File: config.mk
export PLATFORM = sky130hd
export DESIGN_NAME = mmu_cache_ctrl_mp_flat
export DESIGN_NICKNAME = d
export VERILOG_FILES = /design/src/rtl/mmu_cache_ctrl_mp_if.sv /design/src/rtl/mmu_cache_ctrl_mp.sv /design/src/flat_wrapper.sv
export SDC_FILE = /design/constraint.sdc
export NUM_CORES = 1
export LEC_CHECK = 0
export BUFFER_PORTS_ARGS = -buffer_cell sky130_fd_sc_hd__buf_2
export CAP_MARGIN = 10
export CORE_ASPECT_RATIO = 0.7
export CORE_MARGIN = 2
export CORE_UTILIZATION = 47
export DETAILED_ROUTE_END_ITERATION = 8
export PLACE_DENSITY = 0.64
export RECOVER_POWER = 25
export SYNTH_ARGS = -nofsm -noshare
export SYNTH_HDL_FRONTEND = slang
export SYNTH_SLANG_ARGS = --single-unit
File: constraint.sdc
create_clock -name clk_i -period 2.8 [get_ports clk_i]
set_input_delay 0.28 -clock clk_i [delete_from_list [all_inputs] [get_ports clk_i]]
set_output_delay 0.28 -clock clk_i [all_outputs]
set_load 0.03 [all_outputs]
File: src/rtl/mmu_cache_ctrl_mp_if.sv
// Bundle of per-channel request/response signals between the MMU, the
// controller and the caches. Each vector bit is one independent channel.
interface mmu_cache_ctrl_mp_if #(
   parameter int NPORT = 2
);
   logic [NPORT-1:0] req_rd_i;
   logic [NPORT-1:0] req_wr_i;
   logic [NPORT-1:0] cache_avail_i;
   logic [NPORT-1:0] err_clr_i;
   logic [NPORT-1:0] cache_rd_o;
   logic [NPORT-1:0] cache_wr_o;
   logic [NPORT-1:0] valid_o;
   logic [NPORT-1:0] busy_o;
   logic [NPORT-1:0] timeout_o;
   logic [NPORT-1:0] err_o;

   // MMU/cache side: drives requests and availability, observes the gated results
   modport master (
      output req_rd_i, req_wr_i, cache_avail_i, err_clr_i,
      input  cache_rd_o, cache_wr_o, valid_o, busy_o, timeout_o, err_o
   );

   // Controller side
   modport slave (
      input  req_rd_i, req_wr_i, cache_avail_i, err_clr_i,
      output cache_rd_o, cache_wr_o, valid_o, busy_o, timeout_o, err_o
   );
endinterface

File: src/rtl/mmu_cache_ctrl_mp.sv
// Multi-port MMU/cache request controller: one outstanding access per channel,
// minimum read/write latency enforcement and a per-channel watchdog abort.
module mmu_cache_ctrl_mp #(
   parameter int NPORT      = 2,
   parameter int RD_MIN_LAT = 1,
   parameter int WR_MIN_LAT = 2,
   parameter int TIMEOUT    = 255
) (
   input  logic                   clk_i,
   input  logic                   rst_i,
   mmu_cache_ctrl_mp_if.slave     bus
);

   localparam int LAT_RW  = (RD_MIN_LAT > WR_MIN_LAT) ? RD_MIN_LAT : WR_MIN_LAT;
   localparam int LAT_MAX = (LAT_RW > TIMEOUT) ? LAT_RW : TIMEOUT;
   localparam int CNT_W   = $clog2(LAT_MAX + 1);
   localparam int TO_LIM  = (TIMEOUT == 0) ? 0 : TIMEOUT - 1;
   localparam bit TO_EN   = (TIMEOUT != 0);

   localparam logic [CNT_W-1:0] CNT_MAX = '1;
   localparam logic [CNT_W-1:0] TO_THR  = CNT_W'(TO_LIM);
   // Latencies are compared against cnt+1 so a latency of 1 never becomes a
   // trivially-true "cnt >= 0" test.
   localparam logic [CNT_W:0]   RD_LAT  = (CNT_W+1)'(RD_MIN_LAT);
   localparam logic [CNT_W:0]   WR_LAT  = (CNT_W+1)'(WR_MIN_LAT);
   localparam logic [CNT_W:0]   ONE_EXT = (CNT_W+1)'(1);

   typedef enum logic [1:0] {
      ST_IDLE    = 2'd0,
      ST_RD_WAIT = 2'd1,
      ST_WR_WAIT = 2'd2
   } state_t;

   logic [NPORT-1:0] w_cacheRdV;
   logic [NPORT-1:0] w_cacheWrV;
   logic [NPORT-1:0] w_validV;
   logic [NPORT-1:0] w_busyV;
   logic [NPORT-1:0] w_timeoutV;
   logic [NPORT-1:0] w_errV;

   for (genvar p = 0; p < NPORT; p++) begin : g_chan
      state_t           r_state;
      state_t           w_stateNxt;
      logic [CNT_W-1:0] r_cnt;
      logic [CNT_W-1:0] w_cntNxt;
      logic             r_availQ;
      logic             r_err;
      logic             w_wait;
      logic             w_latMet;
      logic             w_resp;
      logic             w_tmo;
      logic             w_wrFwd;
      logic             w_rdFwd;
      logic             w_valid;
      logic             w_timeout;
      logic             w_busy;
      logic             w_cacheRd;
      logic             w_cacheWr;

      // Write wins over a simultaneous read; the read stays pending in the MMU.
      assign w_wait   = (r_state != ST_IDLE);
      assign w_wrFwd  = (r_state == ST_IDLE) & bus.req_wr_i[p] & r_availQ;
      assign w_rdFwd  = (r_state == ST_IDLE) & bus.req_rd_i[p] & ~bus.req_wr_i[p] & r_availQ;
      assign w_latMet = (r_state == ST_WR_WAIT) ? (({1'b0, r_cnt} + ONE_EXT) >= WR_LAT)
                                                : (({1'b0, r_cnt} + ONE_EXT) >= RD_LAT);
      assign w_resp   = w_wait & bus.cache_avail_i[p] & r_availQ & w_latMet;
      assign w_tmo    = TO_EN & w_wait & ~w_resp & (r_cnt == TO_THR);

      // Error flag is set-dominant over the clear request.
      always_ff @(posedge clk_i or negedge rst_i) begin
         if (!rst_i) begin
            r_state  <= ST_IDLE;
            r_cnt    <= '0;
            r_availQ <= 1'b1;
            r_err    <= 1'b0;
         end else begin
            r_state  <= w_stateNxt;
            r_cnt    <= w_cntNxt;
            r_availQ <= bus.cache_avail_i[p];
            r_err    <= w_tmo | (r_err & ~bus.err_clr_i[p]);
         end
      end

      always_comb begin
         w_stateNxt = r_state;
         w_cntNxt   = r_cnt;
         case (r_state)
            ST_IDLE: begin
               if (w_wrFwd) begin
                  w_stateNxt = ST_WR_WAIT;
                  w_cntNxt   = '0;
               end else if (w_rdFwd) begin
                  w_stateNxt = ST_RD_WAIT;
                  w_cntNxt   = '0;
               end
            end
            ST_RD_WAIT, ST_WR_WAIT: begin
               if (w_resp || w_tmo) begin
                  w_stateNxt = ST_IDLE;
               end else if (r_cnt != CNT_MAX) begin
                  w_cntNxt = r_cnt + 1'b1;
               end
            end
            default: begin
               w_stateNxt = ST_IDLE;
               w_cntNxt   = '0;
            end
         endcase
      end

      always_comb begin
         w_valid   = w_resp;
         w_timeout = w_tmo;
         w_busy    = w_wait;
         w_cacheRd = w_rdFwd;
         w_cacheWr = w_wrFwd;
      end

      assign w_cacheRdV[p] = w_cacheRd;
      assign w_cacheWrV[p] = w_cacheWr;
      assign w_validV[p]   = w_valid;
      assign w_busyV[p]    = w_busy;
      assign w_timeoutV[p] = w_timeout;
      assign w_errV[p]     = r_err;
   end

   assign bus.cache_rd_o = w_cacheRdV;
   assign bus.cache_wr_o = w_cacheWrV;
   assign bus.valid_o    = w_validV;
   assign bus.busy_o     = w_busyV;
   assign bus.timeout_o  = w_timeoutV;
   assign bus.err_o      = w_errV;

endmodule

File: src/flat_wrapper.sv
// flat-port wrapper written by rule: the top's interface ports become plain ports
module mmu_cache_ctrl_mp_flat 
#(
   parameter int NPORT      = 2,
   parameter int RD_MIN_LAT = 1,
   parameter int WR_MIN_LAT = 2,
   parameter int TIMEOUT    = 255
)
  (clk_i, rst_i, bus_req_rd_i, bus_req_wr_i, bus_cache_avail_i, bus_err_clr_i, bus_cache_rd_o, bus_cache_wr_o, bus_valid_o, bus_busy_o, bus_timeout_o, bus_err_o);
  mmu_cache_ctrl_mp_if #(.NPORT(NPORT)) bus_i ();
  input  logic clk_i;
  input  logic rst_i;
  input wire logic [$bits(bus_i.req_rd_i)-1:0] bus_req_rd_i;
  input wire logic [$bits(bus_i.req_wr_i)-1:0] bus_req_wr_i;
  input wire logic [$bits(bus_i.cache_avail_i)-1:0] bus_cache_avail_i;
  input wire logic [$bits(bus_i.err_clr_i)-1:0] bus_err_clr_i;
  output wire logic [$bits(bus_i.cache_rd_o)-1:0] bus_cache_rd_o;
  output wire logic [$bits(bus_i.cache_wr_o)-1:0] bus_cache_wr_o;
  output wire logic [$bits(bus_i.valid_o)-1:0] bus_valid_o;
  output wire logic [$bits(bus_i.busy_o)-1:0] bus_busy_o;
  output wire logic [$bits(bus_i.timeout_o)-1:0] bus_timeout_o;
  output wire logic [$bits(bus_i.err_o)-1:0] bus_err_o;
  assign bus_i.req_rd_i = bus_req_rd_i;
  assign bus_i.req_wr_i = bus_req_wr_i;
  assign bus_i.cache_avail_i = bus_cache_avail_i;
  assign bus_i.err_clr_i = bus_err_clr_i;
  assign bus_cache_rd_o = bus_i.cache_rd_o;
  assign bus_cache_wr_o = bus_i.cache_wr_o;
  assign bus_valid_o = bus_i.valid_o;
  assign bus_busy_o = bus_i.busy_o;
  assign bus_timeout_o = bus_i.timeout_o;
  assign bus_err_o = bus_i.err_o;
  mmu_cache_ctrl_mp #(.NPORT(NPORT), .RD_MIN_LAT(RD_MIN_LAT), .WR_MIN_LAT(WR_MIN_LAT), .TIMEOUT(TIMEOUT)) u_core (.clk_i(clk_i), .rst_i(rst_i), .bus(bus_i));
endmodule
# == Yosys cells after proc, flatten, opt, wreduce, memory -nomap -nowiden ==
# Index checks and enable logic that the tools add are counted.
# op_classes
eq_ne,16
order_cmp,4
n_bitwise,30
reduce_logical,12
n_addsub,4
n_mux,20
# ops
operator,n
two-way mux 8 bit,8
case mux 8 bit (2 select lines),2
AND 1 bit,22
"adder 8 x 1 -> 9 bit, second input constant",2
">= comparator 9 x 1 -> 1 bit, second input constant",2
">= comparator 9 x 2 -> 1 bit, second input constant",2
"adder 8 x 1 -> 8 bit, second input constant",2
"equality test 8 bit, second input constant",2
"!= test 8 bit, second input constant",2
two-way mux 2 bit,6
"!= test 2 x 1 -> 1 bit, second input constant",4
case mux 2 bit (2 select lines),2
"!= test 3 x 1 -> 1 bit, second input constant",2
inverter 1 bit,6
AND reduction 3 bit,2
"equality test 2 x 1 -> 1 bit, second input constant",2
"equality test 2 bit, second input constant",2
zero test 2 bit,2
"!= test 2 bit, second input constant",2
AND reduction 2 bit,2
nonzero test 2 bit,2
OR reduction 2 bit,2
logical OR 1 bit,2
two-way mux 1 bit,2
OR 1 bit,2
# totals
word_cells,94
output_inout_bits,12
register_bits,24

# == Longest topological paths before layout ==
# Gate-level depths: netlist of the first run.
# depth
word_depth,10
mapped_depth,9

# == Worst setup path after synthesis of the first run ==
# OpenSTA, ideal clock, no wires.
# synth_path
path_type,register -> output
startpoint,register u_core.g_chan[1].r_cnt[0]
endpoint,output port bus_timeout_o[1]
setup_slack_ns,0.471
path_stages_with_launch,10
arrival_time_ns,2.049
cell_sequence,dfrtp_1 inv_1 ha_1 or3b_1 a211oi_2 nand4_2 o21ai_4 inv_4 nor2_1 buf_4
# synth_between
elab_chain_cells,7
elab_cells_between_ends,9
classes_between,add/sub: 1; order compare: 2; eq/ne: 1; mux: 1; bitwise: 4
# synth_rtl
item,line,source
"start, declared",mmu_cache_ctrl_mp.sv:44,logic [CNT_W-1:0] r_cnt;
"start signal, assigned",mmu_cache_ctrl_mp.sv:78,r_cnt <= w_cntNxt;
adder 8 x 1 -> 9 bit (*),"mmu_cache_ctrl_mp.sv:64, mmu_cache_ctrl_mp.sv:65",
>= comparator 9 x 1 -> 1 bit or >= comparator 9 x 2 -> 1 bit (tied branches),"mmu_cache_ctrl_mp.sv:65, mmu_cache_ctrl_mp.sv:64",
two-way mux 1 bit (*),mmu_cache_ctrl_mp.sv:64,"assign w_latMet = (r_state == ST_WR_WAIT) ? (({1'b0, r_cnt} + ONE_EXT) >= WR_LAT)"
AND 1 bit (*),mmu_cache_ctrl_mp.sv:66,assign w_resp = w_wait & bus.cache_avail_i[p] & r_availQ & w_latMet;
via u_core.g_chan[1].w_resp,mmu_cache_ctrl_mp.sv:50,logic w_resp;
inverter 1 bit (*),mmu_cache_ctrl_mp.sv:67,assign w_tmo = TO_EN & w_wait & ~w_resp & (r_cnt == TO_THR);
AND 1 bit (*) (2 in a row),mmu_cache_ctrl_mp.sv:67,
"end, declared",flat_wrapper.sv:21,output wire logic [$bits(bus_i.timeout_o)-1:0] bus_timeout_o;
# Mark *: on every way through the listed nets, which the timed path passes. The rest lies on a longest branch.

# == Worst setup path in the final report of the first run ==
# layout_path
startpoint,register u_core.g_chan[1].r_cnt[0]
endpoint,output port bus_timeout_o[1]
# layout_between
elab_chain_cells,7
elab_cells_between_ends,9
classes_between,add/sub: 1; order compare: 2; eq/ne: 1; mux: 1; bitwise: 4
# layout_rtl
item,line
adder 8 x 1 -> 9 bit,"mmu_cache_ctrl_mp.sv:64, mmu_cache_ctrl_mp.sv:65"
>= comparator 9 x 1 -> 1 bit or >= comparator 9 x 2 -> 1 bit (tied branches),"mmu_cache_ctrl_mp.sv:65, mmu_cache_ctrl_mp.sv:64"
two-way mux 1 bit,mmu_cache_ctrl_mp.sv:64
AND 1 bit,mmu_cache_ctrl_mp.sv:66
inverter 1 bit,mmu_cache_ctrl_mp.sv:67
AND 1 bit,mmu_cache_ctrl_mp.sv:67
AND 1 bit (*),mmu_cache_ctrl_mp.sv:67
# Mark *: on every way between the ends. The rest lies on a longest branch, timed or not.

==> results by group, run 1 <==
Power
  – Maximum VDD drop: 701.4 µV
  – P_leak: 0.8549 nW
  – PwrDens: 790.4 nW/µm²
  – Pwr Total: 1.570 mW

STA
  – Tmin final: 2638 ps
  – Setup Viol. Count Final: 0
  – Final Hold Vio Count: 0
  – Hold_ws: 106.6 ps
  – Skew final: 7.295 ps
  – Final Slew Violations: 0
  – Final period util: 94.23%
  – Worst slew margin: 10.38%
  – Measured slew at the worst slew-check pin: 1344 ps
  – FMAX: 379.0 MHz
  – Setup_tns: 0 ps

Yosys
  – Post-synthesis cell type count: 56
  – Primary FF master, synth: dfrtp_1
  – Mux share of post-synthesis cell area: 0.5933%
  – Post-synthesis sequential area ratio: 31.77%
  – Mapped cell area: 1898 µm²
  – Synth Area in Adders: 7.910%
  – Synthesized instance count: 225
  – Post-synth EDFFs: 0
  – Synth Area in XOR/XNOR: 1.846%
  – Commonest cells post-synth: dfrtp_1, nand2_1, nor2_1, inv_1
  – Synth top area share: 29.00%
  – Largest family of logic cells by synthesized area: simple AND/OR/NAND/NOR gates
  – Synth area leader: dfrtp_1
  – Post-synth ARST share: 100.0%
  – Avg Inst Size Synth: 8.436 µm²
  – Top-count cell post-synth: dfrtp_1
  – Yosys Warn Count: 0
  – Synth Area in Compound Gates: 21.69%
  – Largest cells by area after synthesis: dfrtp_1, ha_1, buf_4
  – Simple-Gate Fraction of Synth Area: 25.44%
  – Synth Net Count: 247
  – Flop and latch count out of synthesis: 24

Routing
  – Drt wl/cell: 15.10 µm
  – Total Wirelength: 4242 µm
  – Via count: 1669
  – Post-route ant nets: 0
  – DRC Markers: 0
  – TritonRoute pass-1 iters: 5
  – Vias per cell: 5.940
  – DR iter-0 viols: 241

Clock network
  – Clock slew seen by the registers of the worst setup and hold paths: 80 ps
  – CTS Buf Count: 3
  – CTS tree: built
  – Sink Count: 24
  – Clk_lat worst skew: 270 ps
  – CTS max path bufs: 2
  – H-tree lvl count: 1
  – CTS root buf: clkbuf_8
  – Post-CTS Hold Fix Bufs: 0

Critical path
  – Required @ worst endpoint: 2520 ps
  – Worst path arrival time: 2360 ps
  – Worst Path Class, Setup: flip-flop to output pin
  – Critical Path Sink Type: output pin
  – Worst-path fanout max: 9
  – Startpoint types: flip-flop

Placed design
  – Area after DPL: 1927 µm²
  – GPL Wtd Cong: 0.8260
  – Port buffer count: 21
  – Placed insts: 275
  – Dpl hpwl: 3191 µm

GRT
  – Largest net degree at the start of global routing: 25
  – Initial antenna violation count: 0
  – Met1 Use GR: 35.72%
  – Vias in the first global route: 1422
  – Tot GR Track Use: 19.99%
  – Met2 GRT Util: 24.05%
  – First-pass GRT wire length: 7196 µm
  – GR peak layer: met1
  – Met3 Usage GRT: 4.430%
  – GR Overflow Total: 0

Layout
  – Final nets: 252
  – Non-Filler Instances: 281
  – Area growth syn-to-layout: 4.681%
  – Share of layout cells above drive strength 1: 15.72%
  – FF/Latch Area: 605.6 µm²
  – Area of the multi-input gates: 1091 µm²
  – Layout filler cell count: 368
  – Finished layout cell area: 1987 µm²
  – Ant diodes: 0

Die
  – Placement Rows: 19
  – Die ar.: 4571 µm²
  – Initial core utilization: 48.68%
  – Top-Level Pins: 22
  – Core area: 3899 µm²
  – Die height: 57.17 µm
  – Die X: 79.96 µm

Run
  – Total of max-cap violations: 0

Worst hold path
  – Type of the worst min-delay path: input pin to flip-flop

Run status
  – Status: completed
==> routing by layer <==
metal / share of wire [%] / vias up
met4: 0.21 / 0
met3: 6.9 / 2
li1: - / 831
met1: 56 / 770
met2: 37 / 66
met5: 0 / -
==> state kept, by name, summed over array words and instances, names as in the netlist <==
name,count
u_core.g_chan.r_cnt,16
u_core.g_chan.r_state,4
u_core.g_chan.r_availQ,2
u_core.g_chan.r_err,2
==> final cells by class <==
class                      instances  share of cell area (%)
multi-input combinational        162                   54.91
timing repair buffer              23                   5.919
clock buffer                       4                   2.267
tap                               52                   3.275
sequential                        24                   30.48
inverter                          16                   3.149
==> cells by family after synthesis <==
group	after synthesis
and+or+nand+nor	87
DFF	24
buffers and inverters	39
adders and majority gates	12
AOI/OAI and AO/OA	58
xor gates and xnor gates	4
muxes	1
==> stage by stage <==
stage / worst slack, ps / utilization, %
global route: -16.71 / 50.96
floorplan: 470.9 / -
global placement: 324.5 / 49.42
finish: 161.5 / 50.96
CTS: 14.58 / 50.61
detailed placement: 281.2 / 49.42
==> final timing paths <==
| check | from | end | slack [ps] | cells after the start |
|---|---|---|---|---|
| setup / recovery | u_core.g_chan[1].r_cnt[0]$_DFFE_PN0P_ | bus_timeout_o[1] | 160 | 9 |
| hold / removal | bus_cache_avail_i[1] | u_core.g_chan[1].r_availQ$_DFF_PN1_ | 110 | 1 |
| setup reg to reg | u_core.g_chan[1].r_cnt[0]$_DFFE_PN0P_ | u_core.g_chan[1].r_cnt[7]$_DFFE_PN0P_ | 460 | 9 |
| hold reg to reg | u_core.g_chan[1].r_err$_DFF_PN0_ | u_core.g_chan[1].r_err$_DFF_PN0_ | 530 | 2 |
| max in group asynchronous | rst_i | u_core.g_chan[1].r_cnt[0]$_DFFE_PN0P_ | 1610 | 1 |
| min in group asynchronous | rst_i | u_core.g_chan[0].r_cnt[2]$_DFFE_PN0P_ | 290 | 1 |
==> critical path, cell delays in order (launching register included) <==
cell and delay [ps]:
dfrtp_2 440, inv_1 80, ha_1 190, or3b_1 380
a211oi_2 250, nand4_2 140, o21ai_4 230, inv_4 90
nor2_1 100, buf_2 200
==> power breakdown <==
part	leakage (nW)	switching [mW]	internal, mW	total, mW
logic	0.512	0.598	0.301	0.899
clock network	0.0228	0.110	0.102	0.212
registers	0.321	0.0583	0.401	0.460
total	0.855	0.766	0.804	1.57
==> what timing repair did <==
action | 4_1_cts | 5_1_grt
gates resized for setup | 1 | 1
pin swaps | 0 | 1
setup buffers | 0 | 2
setup endpoints to repair | 1 | 2
==> cell usage in the layout (no fill, tap or decap), types with 3 or more instances in the layout <==
cell type,Yosys,layout
a21oi_1,9,9
a31oi_1,4,4
nor2_1,15,15
nor2b_1,3,3
xor2_1,4,4
o21ai_1,3,3
and4b_1,3,3
nand3_1,11,11
nor3_1,9,9
nand4_1,6,6
o21ai_0,11,11
buf_2,2,19
dfrtp_1,22,20
and3_1,6,6
o221ai_1,4,4
clkbuf_8,0,3
o211ai_1,3,3
and4_1,3,3
clkbuf_1,7,3
o22ai_1,4,4
ha_1,12,12
nand2_1,16,16
inv_1,14,14
Note: power is estimated with default switching activity, not from simulation.
==> run 2: changes to the inputs <==
--- a/config.mk
+++ b/config.mk
@@ -7,11 +7,13 @@
 export LEC_CHECK = 0
 export BUFFER_PORTS_ARGS = -buffer_cell sky130_fd_sc_hd__buf_2
 export CAP_MARGIN = 10
-export CORE_ASPECT_RATIO = 0.7
+export CELL_PAD_IN_SITES_DETAIL_PLACEMENT = 2
+export CELL_PAD_IN_SITES_GLOBAL_PLACEMENT = 2
+export CORE_ASPECT_RATIO = 1.5
 export CORE_MARGIN = 2
-export CORE_UTILIZATION = 47
+export CORE_UTILIZATION = 35
 export DETAILED_ROUTE_END_ITERATION = 8
-export PLACE_DENSITY = 0.64
+export PLACE_DENSITY = 0.77
 export RECOVER_POWER = 25
 export SYNTH_ARGS = -nofsm -noshare
 export SYNTH_HDL_FRONTEND = slang
==> run 2 against run 1 <==
Worst setup slack gained 4.7 ps. Utilization decreased by 12 points. Flip-flop and latch count did not move. Maximum frequency grew 0.18%. Non-clock buffer count is 1 lower. Power increased by 3.7%. Wire length grew 32%. Clock power grew 17%. Largest cell class unchanged.
==> results by group, run 2 (synthesis gave the netlist of run 1 again) <==
Worst hold path
  – Type of the worst min-delay path: input pin to flip-flop (unchanged)
  – Min-delay src: bus_cache_avail_i[1] (unchanged)

Layout
  – Max reg flops: 16 (unchanged)
  – Largest registers: u_core.g_chan.r_cnt: 16 flops, u_core.g_chan.r_state: 4 flops (unchanged)
  – Share of layout cells above drive strength 1: 16.23% (was 15.72%)
  – Area growth syn-to-layout: 6.130% (was 4.681%)
  – Top reg by flops: u_core.g_chan.r_cnt (unchanged)
  – Most common cell after layout, fill and taps aside: dfrtp_1 (unchanged)
  – Final nets: 251 (was 252)
  – Most frequent cells in the layout: dfrtp_1, buf_2, nand2_1 (unchanged)
  – Ant diodes: 0 (unchanged)

Die
  – Die height: 94.19 µm (was 57.17 µm)
  – Core area: 5205 µm² (was 3899 µm²)
  – Placement Rows: 32 (was 19)
  – Initial core utilization: 36.47% (was 48.68%)
  – Die ar.: 6040 µm² (was 4571 µm²)
  – Top-Level Pins: 22 (unchanged)
  – Die X: 64.13 µm (was 79.96 µm)

Clock network
  – CTS tree: built (unchanged)
  – CTS max path bufs: 2 (unchanged)
  – CTS Buf Count: 3 (unchanged)
  – H-tree lvl count: 1 (unchanged)
  – Sink Count: 24 (unchanged)
  – Post-CTS Hold Fix Bufs: 0 (unchanged)
  – Clock slew seen by the registers of the worst setup and hold paths: 90 ps (was 80 ps)
  – CTS root buf: clkbuf_8 (unchanged)
  – Clk_lat worst skew: 270 ps (about the same)

Critical path
  – Startpoint types: flip-flop (unchanged)
  – CP max-delay cell: dfrtp_2 (unchanged)
  – Worst path arrival time: 2350 ps (was 2360 ps)
  – CP delay by family, top: simple AND/OR/NAND/NOR gates (unchanged)
  – Critical path, cell by cell: inv_1 -> ha_1 -> or3b_1 -> a211oi_2 -> nand4_2 -> o21ai_4 -> inv_4 -> nor2_1 -> clkbuf_4 (was inv_1 -> ha_1 -> or3b_1 -> a211oi_2 -> nand4_2 -> o21ai_4 -> inv_4 -> nor2_1 -> buf_2)
  – Required @ worst endpoint: 2520 ps (about the same)
  – Worst Path Class, Setup: flip-flop to output pin (unchanged)
  – Crit path buf inv count: 3 (unchanged)
  – Worst-path fanout max: 9 (unchanged)
  – Worst r2r src: u_core.g_chan[1].r_cnt[0]$_DFFE_PN0P_ (unchanged)
  – Beginning of the critical path: u_core.g_chan[1].r_cnt[0]$_DFFE_PN0P_ (unchanged)
  – Critical Path Sink Type: output pin (unchanged)
  – Largest stage delay on the critical path: 450 ps (was 440 ps)

STA
  – FMAX: 379.7 MHz (was 379.0 MHz)
  – Final period util: 94.06% (was 94.23%)
  – Setup Viol. Count Final: 0 (unchanged)
  – RSZ-0062 raised after global routing: yes
  – Final Slew Violations: 0 (unchanged)
  – Setup_tns: 0 ps (unchanged)
  – Final Hold Vio Count: 0 (unchanged)
  – Measured slew at the worst slew-check pin: 1457 ps (was 1344 ps)
  – Worst slew margin: 2.877% (was 10.38%)
  – Tmin final: 2634 ps (was 2638 ps)
  – Skew final: 3.472 ps (was 7.295 ps)

Routing
  – Vias per cell: 5.794 (was 5.940)
  – Via count: 1715 (was 1669)
  – Drt wl/cell: 18.86 µm (was 15.10 µm)
  – TritonRoute pass-1 iters: 4 (was 5)
  – Post-route ant nets: 0 (unchanged)
  – DRC Markers: 0 (unchanged)
  – Total Wirelength: 5582 µm (was 4242 µm)
  – DR iter-0 viols: 47 (was 241)

Power
  – Maximum VDD drop: 297.7 µV (was 701.4 µV)
  – Clock Power Share: 15.3% (was 13.5%)
  – Sw Ratio: 49.08% (was 48.80%)
  – Part of the power in combinational logic: 56.1% (was 57.2%)
  – Int Power: 0.8292 mW (was 0.8040 mW)
  – P_leak: 0.8491 nW (was 0.8549 nW)
  – Total net switching power: 0.7992 mW (was 0.7664 mW)
  – Pwr Total: 1.628 mW (was 1.570 mW)
  – Sequential share of power: 28.6% (was 29.3%)
  – PwrDens: 808.4 nW/µm² (was 790.4 nW/µm²)

GRT
  – First-pass GRT wire length: 9218 µm (was 7196 µm)
  – Largest net degree at the start of global routing: 25 (unchanged)
  – Tot GR Track Use: 19.65% (was 19.99%)
  – Initial antenna violation count: 0 (unchanged)
  – GR Overflow Total: 0 (unchanged)
  – Vias in the first global route: 1893 (was 1422)

Placed design
  – Dpl hpwl: 4331 µm (was 3191 µm)
  – GPL Wtd Cong: 0.7611 (was 0.8260)
  – Port buffer count: 21 (unchanged)

Run
  – Total of max-cap violations: 0 (unchanged)

Run status
  – Status: completed (unchanged)
## run 2: changes by cell type in the layout (fill, tap and decap cells not counted), sizes merged
cell / delta
clkbuf: +2
buf: -3
## run 2: worst paths after layout
path | slack (ps) | depth (start not counted) | end
max | 170 | 9 | bus_timeout_o[1]
max reg2reg | 380 | 9 | u_core.g_chan[1].r_cnt[4]$_DFFE_PN0P_
min reg2reg | 540 | 2 | u_core.g_chan[1].r_err$_DFF_PN0_
min in group asynchronous | 340 | 1 | u_core.g_chan[1].r_cnt[6]$_DFFE_PN0P_
min | 90 | 1 | u_core.g_chan[1].r_availQ$_DFF_PN1_
max in group asynchronous | 1520 | 1 | u_core.g_chan[0].r_cnt[0]$_DFFE_PN0P_
## run 2: layer usage
layer / part of all wire, % / GRT usage, % / wire length (µm) / vias up
met5: 0 / 0 / 0 / -
met4: 2.2 / 7.092 / 123 / 0
met3: 1.6 / 1.679 / 88 / 9
met2: 58 / 39.93 / 3218 / 22
met1: 39 / 20.22 / 2152 / 859
li1: - / - / - / 825
## run 2: power groups by stage
stage          registers, mW  logic (mW)  clock network, mW
2_1_floorplan          0.446       0.738                  0
3_3_place_gp           0.465       0.899                  0
3_5_place_dp           0.471       0.923                  0
4_1_cts                0.464       0.934              0.259
5_1_grt                0.477        1.04              0.270
6_report               0.466       0.914              0.249
## run 2: metrics by stage
step                      utilization, %  area [µm²]  hold slack [ps]  instances  worst slack, ps
after floorplan                        -        1898           -15.59        225            470.9
after global placement             37.40        1947            327.4        291            279.0
after detailed placement           37.40        1947            325.1        291            166.1
after CTS                          38.61        2009            18.97        296            42.06
after global routing               38.70        2014            88.09        296           -19.83
final                              38.70        2014            89.96        296            166.2
## run 2: what timing repair did
action	CTS	global route
pin swaps	1	0
endpoints found under the hold margin	0	0
endpoints found under the setup margin	2	2
resized for setup	0	5
setup buffers	1	0
## run 2: final cells by class
type                       count  area (µm²)
clock buffer                   4       55.05
timing repair buffer          22       111.4
tap                           68       85.08
multi-input combinational    162        1094
sequential                    24       606.8
inverter                      16       62.56
fill                         620        3191
## run 2: worst reg2reg max path: stages (launching register included)
cell and delay [ps]:
dfrtp_2 450, inv_1 80, ha_1 200, or3b_1 390, a211oi_2 250, nand4_2 150
o21ai_4 200, buf_4 190, a31oi_1 90, a311oi_1 310
==> run 3: changes to the inputs <==
--- a/config.mk
+++ b/config.mk
@@ -13,8 +13,10 @@
 export CORE_MARGIN = 2
 export CORE_UTILIZATION = 35
 export DETAILED_ROUTE_END_ITERATION = 8
-export PLACE_DENSITY = 0.77
+export PLACE_DENSITY_LB_ADDON = 0.08
 export RECOVER_POWER = 25
+export REMOVE_ABC_BUFFERS = 1
+export SETUP_SLACK_MARGIN = 0.1
 export SYNTH_ARGS = -nofsm -noshare
 export SYNTH_HDL_FRONTEND = slang
 export SYNTH_SLANG_ARGS = --single-unit
==> run 3 against run 2 <==
Design area rose by 1.9%. Register-to-register slack gained 30 ps. Combinational power up 11%. Hold slack better by 12 ps. Critical path depth is the same. Wire length grew 5.5%. Clock power down 19%. Utilization increased by 0.75 points. Largest power group unchanged.
==> results by group, run 3 (synthesis gave the netlist of run 1 again) <==
Power
  – Pwr Total: 1.667 mW (was 1.628 mW)
  – P_leak: 0.8709 nW (was 0.8491 nW)
  – Maximum VDD drop: 419.8 µV (was 297.7 µV)
  – PwrDens: 811.8 nW/µm² (was 808.4 nW/µm²)

STA
  – RSZ-0062 raised after global routing: no (was yes)
  – Final Slew Violations: 0 (unchanged)
  – Setup_tns: 0 ps (unchanged)
  – Skew final: 6.492 ps (was 3.472 ps)
  – Final Hold Vio Count: 0 (unchanged)
  – Setup Viol. Count Final: 0 (unchanged)
  – Worst slew margin: 5.835% (was 2.877%)
  – FMAX: 390.4 MHz (was 379.7 MHz)
  – Tmin final: 2561 ps (was 2634 ps)
  – Measured slew at the worst slew-check pin: 1412 ps (was 1457 ps)
  – Final period util: 91.48% (was 94.06%)

Layout
  – Most frequent cells in the layout: dfrtp_1, buf_2, nand2_1 (unchanged)
  – Finished layout cell area: 2053 µm² (was 2014 µm²)
  – Max reg flops: 16 (unchanged)
  – Final nets: 256 (was 251)
  – Most common cell after layout, fill and taps aside: dfrtp_1 (unchanged)
  – Ant diodes: 0 (unchanged)
  – Layout filler cell count: 609 (was 620)
  – Area growth syn-to-layout: 8.174% (was 6.130%)
  – Share of layout cells above drive strength 1: 18.97% (was 16.23%)
  – Largest registers: u_core.g_chan.r_cnt: 16 flops, u_core.g_chan.r_state: 4 flops (unchanged)
  – Top reg by flops: u_core.g_chan.r_cnt (unchanged)

Clock network
  – CTS tree: built (unchanged)
  – CTS root buf: clkbuf_8 (unchanged)
  – Sink Count: 24 (unchanged)
  – Clk_lat worst skew: 260 ps (was 270 ps)
  – CTS max path bufs: 2 (unchanged)
  – Clock slew seen by the registers of the worst setup and hold paths: 80 ps (was 90 ps)
  – CTS Buf Count: 3 (unchanged)
  – H-tree lvl count: 1 (unchanged)

Worst hold path
  – Type of the worst min-delay path: input pin to flip-flop (unchanged)
  – WHS Path Cells: 1 (unchanged)

Routing
  – Top layer in use: met4 (unchanged)
  – DR WL met3: 56 µm (was 88 µm)
  – DRC Markers: 0 (unchanged)
  – Detailed-route wire length on metal 1: 2203 µm (was 2152 µm)
  – Total Wirelength: 5891 µm (was 5582 µm)
  – TritonRoute pass-1 iters: 4 (unchanged)
  – DR WL met2: 3514 µm (was 3218 µm)
  – Via count: 1773 (was 1715)
  – DR iter-0 viols: 61 (was 47)
  – Vias per cell: 5.910 (was 5.794)
  – Drt wl/cell: 19.64 µm (was 18.86 µm)
  – Post-route ant nets: 0 (unchanged)

Critical path
  – Critical Path Sink Type: output pin (unchanged)
  – CP max-delay cell: dfrtp_2 (unchanged)
  – Worst Path Class, Setup: flip-flop to output pin (unchanged)
  – Register-to-Register Path Depth: 10 (was 9)
  – Critical path, cell by cell: inv_1 -> ha_1 -> or3b_1 -> a211oi_2 -> nand4_2 -> o21ai_4 -> inv_4 -> nor2_1 -> buf_4 (was inv_1 -> ha_1 -> or3b_1 -> a211oi_2 -> nand4_2 -> o21ai_4 -> inv_4 -> nor2_1 -> clkbuf_4)
  – Worst path arrival time: 2280 ps (was 2350 ps)
  – Worst reg2reg setup slack: 410 ps (was 380 ps)
  – Worst-path fanout max: 9 (unchanged)
  – Largest stage delay on the critical path: 410 ps (was 450 ps)
  – Required @ worst endpoint: 2520 ps (about the same)
  – Startpoint types: flip-flop (unchanged)

Die
  – Die height: 94.19 µm (unchanged)
  – Placement Rows: 32 (unchanged)
  – Core area: 5205 µm² (unchanged)
  – Die X: 64.13 µm (unchanged)
  – Initial core utilization: 36.47% (unchanged)
  – Die ar.: 6040 µm² (unchanged)
  – Top-Level Pins: 22 (unchanged)

GRT
  – Largest net degree at the start of global routing: 25 (unchanged)
  – GR Overflow Total: 0 (unchanged)
  – Vias in the first global route: 1904 (was 1893)
  – Initial antenna violation count: 0 (unchanged)
  – Tot GR Track Use: 20.59% (was 19.65%)
  – First-pass GRT wire length: 9708 µm (was 9218 µm)

Placed design
  – Area after DPL: 1954 µm² (was 1947 µm²)
  – Port buffer count: 21 (unchanged)
  – GPL Wtd Cong: 0.7987 (was 0.7611)
  – Dpl hpwl: 4539 µm (was 4331 µm)

Run status
  – Status: completed (unchanged)

Run
  – Total of max-cap violations: 0 (unchanged)
-- run 3: cell count changes in the layout (fill, tap and decap cells not counted) --
cell      delta
nor4b_1      -1
buf_2        +1
buf_4        +6
clkbuf_1     -1
nor4b_2      +1
clkbuf_8     -1
clkbuf_4     -1
o32ai_1      -1
o32ai_2      +1
-- run 3: layout make-up --
| type | instances | area (µm²) | area share, % |
|---|---|---|---|
| Multi-Input combinational cell | 162 | 1107 | 53.93 |
| Timing Repair Buffer | 27 | 150.1 | 7.313 |
| Tap cell | 68 | 85.08 | 4.144 |
| Inverter | 16 | 62.56 | 3.047 |
| Clock buffer | 3 | 41.29 | 2.011 |
| Sequential cell | 24 | 606.8 | 29.56 |
-- run 3: layer usage --
metal	vias to the layer above	GRT usage, %
met5	-	0
met4	0	6.383
met3	8	1.679
met2	13	41.49
met1	917	21.96
li1	835	-
-- run 3: worst max-delay path, delay by kind of cell (launching register included) --
kind,cells,cell delay (ps)
AND/OR/NAND/NOR,3,660
buffers and inverters,3,320
flip-flops,1,410
AO/OA/AOI/OAI,2,440
adder cells (fa/ha/maj),1,180
-- run 3: final timing paths --
path / startpoint / to
max: u_core.g_chan[1].r_cnt[0]$_DFFE_PN0P_ / bus_timeout_o[1]
min: bus_cache_avail_i[0] / u_core.g_chan[0].r_availQ$_DFF_PN1_
max reg2reg: u_core.g_chan[1].r_cnt[0]$_DFFE_PN0P_ / u_core.g_chan[1].r_cnt[4]$_DFFE_PN0P_
min reg2reg: u_core.g_chan[1].r_cnt[0]$_DFFE_PN0P_ / u_core.g_chan[1].r_cnt[0]$_DFFE_PN0P_
max in group asynchronous: rst_i / u_core.g_chan[1].r_cnt[0]$_DFFE_PN0P_
min in group asynchronous: rst_i / u_core.g_chan[0].r_state[0]$_DFFE_PN0P_
-- run 3: per-stage QoR --
| step | cells | worst slack, ps | hold slack, ps | util (%) |
|---|---|---|---|---|
| after floorplan | 202 | 237.7 | -15.59 | - |
| after global placement | 292 | 373.3 | 304.6 | 37.55 |
| after detailed placement | 292 | 243.4 | 313.7 | 37.55 |
| after CTS | 296 | 112.7 | 16.33 | 38.53 |
| after global routing | 300 | 104.9 | 107.6 | 39.45 |
| final | 300 | 238.6 | 102.3 | 39.45 |
-- run 3: power breakdown --
group	total, mW	internal [mW]	leakage, nW	switching, mW
Sequential	0.453	0.401	0.319	0.0514
Combinational	1.01	0.333	0.530	0.679
Clock	0.202	0.0961	0.0216	0.106
-- run 3: what timing repair did --
item,CTS,global route
pin swaps,1,4
resized for setup,2,6
setup buffers,1,4
hold buffers,0,0
endpoints found under the setup margin,2,3
